File: src/rtl/riscv_pkg.sv
// Shared types and defaults for the pipeline control slice.
package riscv_pkg;

  // Control FSM states for the two-stage (FD / MW) pipeline controller.
  typedef enum logic [1:0] {
    RUN      = 2'd0,
    MEM_WAIT = 2'd1,
    TRAP     = 2'd2
  } pipe_ctrl_state_e;

  // Default number of cycles to wait for a data-memory ack before a bus error.
  localparam int MEM_TIMEOUT_DEF = 16;

  // Width of the memory wait counter; wide enough for any timeout up to 255.
  localparam int WAIT_W = 8;

endpackage

File: src/rtl/pipeline_ctrl_if.sv
// Hazard/handshake bundle between the pipeline datapath and its controller.
interface pipeline_ctrl_if #(
  parameter int CNT_W = 16
);

  // Datapath -> controller
  logic             load_use_i;
  logic             dmem_req_i;
  logic             dmem_ack_i;
  logic             br_taken_i;
  logic             is_mret_i;
  logic             irq_pending_i;
  logic             cnt_clr_i;

  // Controller -> datapath / CSR file
  logic             stall_fd_o;
  logic             stall_mw_o;
  logic             flush_fd_o;
  logic             flush_mw_o;
  logic             trap_take_o;
  logic             bus_err_o;
  logic [CNT_W-1:0] stall_cnt_o;

  // Datapath side: raises hazards and memory handshake, obeys stall/flush.
  modport master (
    output load_use_i, dmem_req_i, dmem_ack_i, br_taken_i, is_mret_i,
           irq_pending_i, cnt_clr_i,
    input  stall_fd_o, stall_mw_o, flush_fd_o, flush_mw_o, trap_take_o,
           bus_err_o, stall_cnt_o
  );

  // Controller side.
  modport slave (
    input  load_use_i, dmem_req_i, dmem_ack_i, br_taken_i, is_mret_i,
           irq_pending_i, cnt_clr_i,
    output stall_fd_o, stall_mw_o, flush_fd_o, flush_mw_o, trap_take_o,
           bus_err_o, stall_cnt_o
  );

endinterface

File: src/rtl/sat_counter.sv
// Saturating up-counter with synchronous clear (clear wins over increment).
module sat_counter #(
  parameter int WIDTH = 16
) (
  input  logic             clk_i,
  input  logic             rst_ni,
  input  logic             inc_i,
  input  logic             clr_i,
  output logic [WIDTH-1:0] cnt_o
);

  logic [WIDTH-1:0] cnt_q;
  logic [WIDTH-1:0] cnt_d;

  // Next count: clear, else increment unless already at all-ones.
  always_comb begin
    cnt_d = cnt_q;
    if (clr_i) begin
      cnt_d = '0;
    end else if (inc_i && (cnt_q != {WIDTH{1'b1}})) begin
      cnt_d = cnt_q + WIDTH'(1);
    end
  end

  // Count register.
  always_ff @(posedge clk_i or negedge rst_ni) begin
    if (!rst_ni) begin
      cnt_q <= '0;
    end else begin
      cnt_q <= cnt_d;
    end
  end

  assign cnt_o = cnt_q;

endmodule

File: src/rtl/pipeline_ctrl.sv
// Stall/flush/trap controller for a two-stage (FD, MW) RISC-V pipeline.
// Mealy outputs from the registered state and the current hazard inputs.
module pipeline_ctrl
  import riscv_pkg::*;
#(
  parameter int MEM_TIMEOUT = MEM_TIMEOUT_DEF,
  parameter int CNT_W       = 16
) (
  input  logic           clk_i,
  input  logic           rst_ni,
  pipeline_ctrl_if.slave bus
);

  localparam logic [WAIT_W-1:0] TIMEOUT_C = WAIT_W'(MEM_TIMEOUT);

  pipe_ctrl_state_e  state_q, state_d;
  logic [WAIT_W-1:0] wait_cnt_q, wait_cnt_d;
  logic              ld_done_q, ld_done_d;

  logic              stall_fd, stall_mw, flush_fd, flush_mw, trap_take, bus_err;
  logic [CNT_W-1:0]  stall_cnt;

  // State, memory wait counter and load-use bubble flag.
  always_ff @(posedge clk_i or negedge rst_ni) begin
    if (!rst_ni) begin
      state_q    <= RUN;
      wait_cnt_q <= '0;
      ld_done_q  <= 1'b0;
    end else begin
      state_q    <= state_d;
      wait_cnt_q <= wait_cnt_d;
      ld_done_q  <= ld_done_d;
    end
  end

  // Next-state logic. ld_done stays set for as long as the load-use case is
  // the selected RUN case, so a hazard held high by the stalled FD stage
  // produces a single bubble; any other cycle re-arms it.
  always_comb begin
    state_d    = state_q;
    wait_cnt_d = wait_cnt_q;
    ld_done_d  = 1'b0;
    unique case (state_q)
      RUN: begin
        if (bus.dmem_req_i && !bus.dmem_ack_i) begin
          state_d    = MEM_WAIT;
          wait_cnt_d = WAIT_W'(1);
        end else if (bus.irq_pending_i) begin
          state_d = TRAP;
        end else if (bus.br_taken_i || bus.is_mret_i) begin
          state_d = RUN;
        end else if (bus.load_use_i) begin
          ld_done_d = 1'b1;
        end
      end
      MEM_WAIT: begin
        // Ack wins over timeout; hazards/irq are held by the stalled stages.
        if (bus.dmem_ack_i) begin
          state_d = RUN;
        end else if (wait_cnt_q < TIMEOUT_C) begin
          wait_cnt_d = wait_cnt_q + WAIT_W'(1);
        end else begin
          state_d = TRAP;
        end
      end
      TRAP: begin
        state_d = RUN;
      end
      default: begin
        state_d = RUN;
      end
    endcase
  end

  // Output decode; everything forced low while reset is asserted.
  always_comb begin
    stall_fd  = 1'b0;
    stall_mw  = 1'b0;
    flush_fd  = 1'b0;
    flush_mw  = 1'b0;
    trap_take = 1'b0;
    bus_err   = 1'b0;
    if (rst_ni) begin
      unique case (state_q)
        RUN: begin
          if (bus.dmem_req_i && !bus.dmem_ack_i) begin
            stall_fd = 1'b1;
            stall_mw = 1'b1;
          end else if (bus.irq_pending_i) begin
            trap_take = 1'b1;
            flush_fd  = 1'b1;
            flush_mw  = 1'b1;
          end else if (bus.br_taken_i || bus.is_mret_i) begin
            flush_fd = 1'b1;
          end else if (bus.load_use_i && !ld_done_q) begin
            stall_fd = 1'b1;
            flush_mw = 1'b1;
          end
        end
        MEM_WAIT: begin
          if (!bus.dmem_ack_i) begin
            if (wait_cnt_q < TIMEOUT_C) begin
              stall_fd = 1'b1;
              stall_mw = 1'b1;
            end else begin
              bus_err   = 1'b1;
              trap_take = 1'b1;
              flush_fd  = 1'b1;
              flush_mw  = 1'b1;
            end
          end
        end
        TRAP: begin
          flush_fd = 1'b1;
        end
        default: begin
          flush_fd = 1'b0;
        end
      endcase
    end
  end

  // Performance counter of FD stall cycles.
  sat_counter #(
    .WIDTH (CNT_W)
  ) u_stall_cnt (
    .clk_i  (clk_i),
    .rst_ni (rst_ni),
    .inc_i  (stall_fd),
    .clr_i  (bus.cnt_clr_i),
    .cnt_o  (stall_cnt)
  );

  assign bus.stall_fd_o  = stall_fd;
  assign bus.stall_mw_o  = stall_mw;
  assign bus.flush_fd_o  = flush_fd;
  assign bus.flush_mw_o  = flush_mw;
  assign bus.trap_take_o = trap_take;
  assign bus.bus_err_o   = bus_err;
  assign bus.stall_cnt_o = stall_cnt;

endmodule

File: src/flat_wrapper.sv
// flat-port wrapper written by rule: the top's interface ports become plain ports
module pipeline_ctrl_flat import riscv_pkg::*;
#(
  parameter int MEM_TIMEOUT = MEM_TIMEOUT_DEF,
  parameter int CNT_W       = 16
)
  (clk_i, rst_ni, bus_load_use_i, bus_dmem_req_i, bus_dmem_ack_i, bus_br_taken_i, bus_is_mret_i, bus_irq_pending_i, bus_cnt_clr_i, bus_stall_fd_o, bus_stall_mw_o, bus_flush_fd_o, bus_flush_mw_o, bus_trap_take_o, bus_bus_err_o, bus_stall_cnt_o);
  pipeline_ctrl_if #(.CNT_W(CNT_W)) bus_i ();
  input  logic clk_i;
  input  logic rst_ni;
  input wire logic [$bits(bus_i.load_use_i)-1:0] bus_load_use_i;
  input wire logic [$bits(bus_i.dmem_req_i)-1:0] bus_dmem_req_i;
  input wire logic [$bits(bus_i.dmem_ack_i)-1:0] bus_dmem_ack_i;
  input wire logic [$bits(bus_i.br_taken_i)-1:0] bus_br_taken_i;
  input wire logic [$bits(bus_i.is_mret_i)-1:0] bus_is_mret_i;
  input wire logic [$bits(bus_i.irq_pending_i)-1:0] bus_irq_pending_i;
  input wire logic [$bits(bus_i.cnt_clr_i)-1:0] bus_cnt_clr_i;
  output wire logic [$bits(bus_i.stall_fd_o)-1:0] bus_stall_fd_o;
  output wire logic [$bits(bus_i.stall_mw_o)-1:0] bus_stall_mw_o;
  output wire logic [$bits(bus_i.flush_fd_o)-1:0] bus_flush_fd_o;
  output wire logic [$bits(bus_i.flush_mw_o)-1:0] bus_flush_mw_o;
  output wire logic [$bits(bus_i.trap_take_o)-1:0] bus_trap_take_o;
  output wire logic [$bits(bus_i.bus_err_o)-1:0] bus_bus_err_o;
  output wire logic [$bits(bus_i.stall_cnt_o)-1:0] bus_stall_cnt_o;
  assign bus_i.load_use_i = bus_load_use_i;
  assign bus_i.dmem_req_i = bus_dmem_req_i;
  assign bus_i.dmem_ack_i = bus_dmem_ack_i;
  assign bus_i.br_taken_i = bus_br_taken_i;
  assign bus_i.is_mret_i = bus_is_mret_i;
  assign bus_i.irq_pending_i = bus_irq_pending_i;
  assign bus_i.cnt_clr_i = bus_cnt_clr_i;
  assign bus_stall_fd_o = bus_i.stall_fd_o;
  assign bus_stall_mw_o = bus_i.stall_mw_o;
  assign bus_flush_fd_o = bus_i.flush_fd_o;
  assign bus_flush_mw_o = bus_i.flush_mw_o;
  assign bus_trap_take_o = bus_i.trap_take_o;
  assign bus_bus_err_o = bus_i.bus_err_o;
  assign bus_stall_cnt_o = bus_i.stall_cnt_o;
  pipeline_ctrl #(.MEM_TIMEOUT(MEM_TIMEOUT), .CNT_W(CNT_W)) u_core (.clk_i(clk_i), .rst_ni(rst_ni), .bus(bus_i));
endmodule
File: config.mk
export PLATFORM = sky130hd
export DESIGN_NAME = pipeline_ctrl_flat
export DESIGN_NICKNAME = d
export VERILOG_FILES = /design/src/rtl/riscv_pkg.sv /design/src/rtl/pipeline_ctrl_if.sv /design/src/rtl/sat_counter.sv /design/src/rtl/pipeline_ctrl.sv /design/src/flat_wrapper.sv
export SDC_FILE = /design/constraint.sdc
export NUM_CORES = 1
export LEC_CHECK = 0
export CAP_MARGIN = 20
export CORE_MARGIN = 2
export CORE_UTILIZATION = 50
export CTS_CLUSTER_SIZE = 30
export DETAILED_ROUTE_END_ITERATION = 16
export PLACE_DENSITY = 0.77
export REMOVE_ABC_BUFFERS = 1
export SLEW_MARGIN = 20
export SYNTH_ARGS = -nofsm -noshare
export SYNTH_HDL_FRONTEND = slang
export SYNTH_HIERARCHICAL = 1
export SYNTH_SLANG_ARGS = --single-unit
File: constraint.sdc
create_clock -name clk_i -period 2.65 [get_ports clk_i]
set_input_delay 0.3975 -clock clk_i [delete_from_list [all_inputs] [get_ports clk_i]]
set_output_delay 0.3975 -clock clk_i [all_outputs]
set_load 0.005 [all_outputs]
==> Word level (Yosys, flattened, before mapping) <==
Cells that the tools add are included.
{ "totals": {"regBits": 27, "inputBits": 9, "output_inout_bits": 22, "wordCells": 71} }
{ "op_classes": {"addsub": 2, "n_lt_le_gt_ge": 1, "n_eq_ne": 8, "mux": 45, "reduce_logical": 11} }
{ "ops": {"columns": ["op", "count"], "rows": [
  ["$mux 16", 2],
  ["$mux 1", 28],
  ["$mux 8", 3],
  ["$add 16x1->16 const B", 1],
  ["$ne 16x16->1 const B", 1],
  ["$pmux 8 s2", 1],
  ["$mux 2", 5],
  ["$add 8x1->8 const B", 1],
  ["$lt 8x5->1 const B", 1],
  ["$pmux 1 s2", 4],
  ["$ne 2x1->1 const B", 2],
  ["$ne 4x2->1 const B", 1],
  ["$pmux 2 s2", 1],
  ["$reduce_and 4->1", 1],
  ["$reduce_bool 2->1", 2],
  ["$logic_and 1x1->1", 3],
  ["$ne 3x3->1 const B", 1],
  ["$pmux 1 s3", 1],
  ["$eq 2x1->1 const B", 1],
  ["$eq 2x2->1 const B", 1],
  ["$logic_not 1->1", 2],
  ["$logic_not 2->1", 1],
  ["$ne 2x2->1 const B", 1],
  ["$reduce_and 2->1", 1],
  ["$logic_or 1x1->1", 1]
]} }

==> Logic depth before layout (Yosys ltp) <==
{ "logic_depth": {"ltp_word": 11, "mapped_depth": 8, "depth_no_buf": 7} }

==> Modules after synthesis <==
The synthesis kept the hierarchy.
{ "by_module_without_submodules": {"columns": ["mod", "instances", "cells_each", "area_per_inst_um2", "seq_area_each_um2"], "rows": [
  ["sat_counter", 1, 94, 930.9, 400.4],
  ["pipeline_ctrl", 1, 61, 588.1, 275.3]
]} }

==> Worst setup path before layout <==
OpenSTA, ideal clock, no wires.
{ "synth_timing": {"kind": "input port to flip-flop", "from": "input bus_irq_pending_i", "to": "register u_core.u_stall_cnt.cnt_q[13], in the netlist u_core/u_stall_cnt/cnt_o[13]", "setup_ps": 78, "arrival_time_ps": 2516, "slack_ps": 56, "cell_stages": 8, "cell_sequence": "or3_1 -> or4_1 -> a21oi_1 -> buf_4 -> and4_2 -> nand4b_1 -> or4_1 -> a21oi_1"} }
{ "synth_via": {"elab_chain_len": 6} }
{ "synth_rtl": {"columns": ["element", "line_no", "rtl"], "rows": [
  ["from (decl)", "flat_wrapper.sv:16", "input wire logic [$bits(bus_i.irq_pending_i)-1:0] bus_irq_pending_i;"],
  ["$mux 1", "pipeline_ctrl.sv:89", "end else if (bus.irq_pending_i) begin"],
  ["$mux 1", "pipeline_ctrl.sv:86", "if (bus.dmem_req_i && !bus.dmem_ack_i) begin"],
  ["$pmux 1 s2", "pipeline_ctrl.sv:84", "unique case (state_q)"],
  ["$mux 1", "pipeline_ctrl.sv:83", "if (rst_ni) begin"],
  ["via bus_stall_fd_o", "flat_wrapper.sv:18", "output wire logic [$bits(bus_i.stall_fd_o)-1:0] bus_stall_fd_o;"],
  ["$logic_and 1x1->1", "sat_counter.sv:20", "end else if (inc_i && (cnt_q != {WIDTH{1'b1}})) begin"],
  ["$reduce_bool 2->1 (no line)", null, null],
  ["to (signal assigned)", "sat_counter.sv:30", "cnt_q <= cnt_d;"],
  ["to (decl)", "sat_counter.sv:12", "logic [WIDTH-1:0] cnt_q;"]
]} }
The timed path passes the listed nets, and every way through them passes these cells.
A chain may end at the register's enable or synchronous reset.

==> Worst setup path after layout <==
{ "layout_timing": {"from": "input bus_dmem_ack_i", "to": "output bus_stall_mw_o"} }
{ "layout_via": {"elab_chain_len": 5, "word_cells_on_any_way": 6, "cone_classes": "mux (4); reduce/logical (2)"} }
{ "layout_rtl": {"columns": ["element", "line_no", "rtl"], "rows": [
  ["from (decl)", "flat_wrapper.sv:13", "input wire logic [$bits(bus_i.dmem_ack_i)-1:0] bus_dmem_ack_i;"],
  ["$logic_not 1->1", "pipeline_ctrl.sv:86", null],
  ["$logic_and 1x1->1", "pipeline_ctrl.sv:86", null],
  ["$mux 1", "pipeline_ctrl.sv:86", null],
  ["$pmux 1 s2 *", "pipeline_ctrl.sv:84", null],
  ["$mux 1 *", "pipeline_ctrl.sv:83", null],
  ["to (decl)", "flat_wrapper.sv:19", "output wire logic [$bits(bus_i.stall_mw_o)-1:0] bus_stall_mw_o;"]
]} }
Every way passes the cells marked *; elsewhere a longest branch is shown, timed or not.

==> reports/metrics.csv <==
stage;metric;value;unit
worst_setup_path;worst r2r src;u_core/state_q[0];
worst_setup_path;R2R depth;6;
sta;Setup TNS;0;ps
worst_setup_path;Crit. End Element;primary output;
sta;Fin Hold WS;418.6;ps
worst_setup_path;Setup CP Type;input port to primary output;
clock_tree;H-tree depth;1;
logic_synthesis;number of synthesis warnings;6;
sta;Final Cycle Share;95.56;%
routing;Post-DRT Antenna Nets;0;
sta;Slew Limit Fails;0;
finish;Layout Nets;214;
global_route;initial antenna violation count;0;
routing;Routed Wire Length;3630;um
pwr;pwr/cell area;383.3;nW/um^2
worst_setup_path;critical path's top delay family;buffers and inverters;
logic_synthesis;Cells after Synth;155;
worst_setup_path;FF-to-FF End;u_core/u_stall_cnt/cnt_o[13];
run;Max Cap Viol;0;
routing;routed vias;1425;
logic_synthesis;register area share after synthesis;44.48;%
die;num rows;19;
finish;share of layout cells above drive strength 1;17.82;%
place;Port Buf Inserts;30;
routing;WL met1;1607;um
place;placed cell area;1936;um^2
routing;wire per inst;15.58;um
logic_synthesis;Mean Syn Cell Area;9.800;um^2
sta;Final setup viols;0;
sta;Hold Violations, Final;0;
routing;Initial DRC Count;148;
pwr;IR drop worst, VDD;0.1950;mV
pwr;sw frac;27.44;%
worst_setup_path;R2R Setup Slk;260;ps
worst_setup_path;Critical Path Most Common Cell;clkdlybuf4s50_1;
clock_tree;clock root buffer master;clkbuf_4;
pwr;Power Total;782.7;uW
worst_setup_path;crit path max-delay cell type;clkdlybuf4s50_1;
global_route;first-pass GRT wire length;6092;um
finish;final instance area;2042;um^2
worst_setup_path;Worst EP required;2250;ps
clock_tree;Post-CTS Hold Buffers;0;
routing;routed wl met2;1822;um
logic_synthesis;Synth Cell Area;1519;um^2
clock_tree;TritonCTS clock tree;done;
clock_tree;total CTS buffers;3;
die;io pins;31;
pwr;Leak;0.8921;nW
worst_setup_path;CP peak stage delay;510;ps
logic_synthesis;asr flop ratio synth;100.0;%
worst_setup_path;cells along the critical path;clkdlybuf4s50_1 > nor3b_1 > a21oi_1 > buf_4 > nor2_1 > clkdlybuf4s50_1;
clock_tree;Clock Sinks;27;
die;chip width;59.12;um
global_route;Total GRT Usage;22.70;%
finish;Layout Cells excl Fill;233;
routing;DRT Pass-1 Iters;4;
pwr;internal power;567.9;uW
logic_synthesis;EDFF count, synth;0;
die;die area;3495;um^2
sta;Worst Clk Skew;3.816;ps
logic_synthesis;Yosys reg bits;27;
sta;fin crit period;2532;ps
sta;Max-slew headroom;55.98;%
die;DIE HEIGHT;59.12;um
worst_setup_path;arrival time worst endpoint;2130;ps
sta;Least-Margin Pin Slew;658.3;ps
worst_hold_path;Hold Path Class;input port to asynchronous set/reset pin;
routing;uppermost layer routed;met4;
pwr;Psw;214.8;uW
place;dpl ws;-362.4;ps
routing;met3 WL;160;um
worst_setup_path;CP Max Fanout;5;
clock_tree;CTS clk-pin slew, worst paths;150;ps
worst_setup_path;worst path buffer plus inverter count;3;
global_route;remaining global-route overflow;0;
worst_setup_path;crit start category;input port;
pwr;Combinational Power Share;18.8;%
pwr;power share of the clock group;23.0;%
clock_tree;Clock Tree Buf Depth;2;
routing;detailed-route vias per instance;6.116;
place;Post-DP HPWL;2602;um
place;Placed Cells;225;
sta;RSZ-0062 raised after global routing;false;
clock_tree;Worst-Skew Late Latency;320;ps
place;global placement routability congestion;0.9349;
finish;Layout area overhead;34.43;%
die;total core area;2829;um^2
routing;DR DRC count;0;
pwr;part of the power in registers;58.2;%
sta;final worst slack;117.6;ps
die;Initial Utilization;53.69;%
finish;Util after Layout;72.18;%
global_route;largest net degree at the start of global routing;22;
outcome;status;finished, final reports clean;
logic_synthesis;top_reg_cell synth;dfrtp_1;
sta;f_max;0.3949;GHz
finish;ANT cells;0;
logic_synthesis;Yosys cell types;46;
global_route;vias in the first global route;1439;
[worst max-delay path by stage]
stage / to / from / slack, ps / cells after the start
floorplan: u_core/u_stall_cnt/cnt_o[13] / bus_irq_pending_i / -90 / 7
global placement: u_core/u_stall_cnt/cnt_o[13] / bus_irq_pending_i / -280 / 8
detailed placement: u_core/u_stall_cnt/cnt_o[13] / bus_irq_pending_i / -360 / 8
CTS: u_core/u_stall_cnt/cnt_o[13] / bus_irq_pending_i / 20 / 8
global route: bus_stall_mw_o / bus_dmem_ack_i / 20 / 6
finish: bus_stall_mw_o / bus_dmem_ack_i / 120 / 6
[metal layers]
metal | track usage (%) | vias to the layer above
li1 | - | 683
met1 | 27.97 | 686
met2 | 40.00 | 52
met3 | 3.930 | 4
met4 | 7.792 | 0
met5 | 0 | -
[logic make-up (layout without fill, tap and decap cells)]
family          Yosys count  in the layout  synth area share [%]
flops                    27             27                 44.48
fa+ha+maj                 2              2                 1.647
mux                       4              4                 3.047
simple gates             76             76                 32.70
xor+xnor                  2              2                 1.153
buf+inv                   9             56                 2.553
compound gates           35             35                 14.41
[flip-flops by register name, indices dropped and copies added (netlist names)]
| signal | count |
|---|---|
| u_core/u_stall_cnt/cnt_o | 16 |
| u_core/wait_cnt_q | 8 |
| u_core/state_q | 2 |
| u_core/ld_done_q | 1 |
[layout make-up]
type                       instances  area [um^2]
clock buffer                       4        26.28
fill                             201        787.0
inverter                           5        18.77
multi-input combinational        119        844.6
sequential                        27        675.6
tap                               31        38.79
timing repair buffer              47        437.9
[Yosys cell counts (2+ instances only)]
master / count / share of area [%]
a21oi_1: 13 / 4.3
o211ai_1: 2 / 0.99
or3_1: 7 / 2.9
nor2_1: 11 / 2.7
and3_1: 4 / 1.6
or4_1: 5 / 2.5
inv_1: 5 / 1.2
nor4_1: 2 / 0.82
and2_1: 2 / 0.82
dfrtp_1: 27 / 44
o21ai_0: 5 / 1.6
o31ai_1: 4 / 2.0
nand4_4: 2 / 2.8
nand3_1: 5 / 1.6
nand2b_1: 5 / 2.1
a32oi_1: 2 / 1.2
nand2_1: 9 / 2.2
nand4_1: 3 / 1.2
nor3_1: 4 / 1.3
a211oi_1: 2 / 0.99
a31oi_1: 2 / 0.82
mux2i_1: 2 / 1.3
nor4b_1: 2 / 1.2
nand4b_1: 2 / 1.2
ha_1: 2 / 1.6
nor2b_1: 6 / 2.5
[what timing repair did]
item | CTS | global route
setup endpoints to repair | 2 | 2
buffers inserted | 1 | 3
gates resized for setup | 7 | 7
pin swaps | 1 | 5
[power by group through the flow]
stage	logic [mW]	clock network [mW]	registers, mW
2_1_floorplan	0.0675	0	0.457
3_3_place_gp	0.131	0	0.460
3_5_place_dp	0.138	0	0.462
4_1_cts	0.145	0.187	0.455
5_1_grt	0.162	0.200	0.457
6_report	0.147	0.180	0.455
[cell usage in the layout (no fill, tap or decap), types with 3 or more instances in the layout]
master and count:
dfrtp_1 27, clkdlybuf4s50_1 26, buf_4 16, nor2_1 11, a21oi_1 11, nand2_1 9
nor2b_1 6, or3_1 6, inv_1 5, nand2b_1 5, nand3_1 5, o21ai_0 5
and3_1 4, o31ai_1 4, nor3_1 4, clkbuf_4 3, dlymetal6s2s_1 3, or4_4 3
nand4_1 3
(Power assumes the default switching activity.)
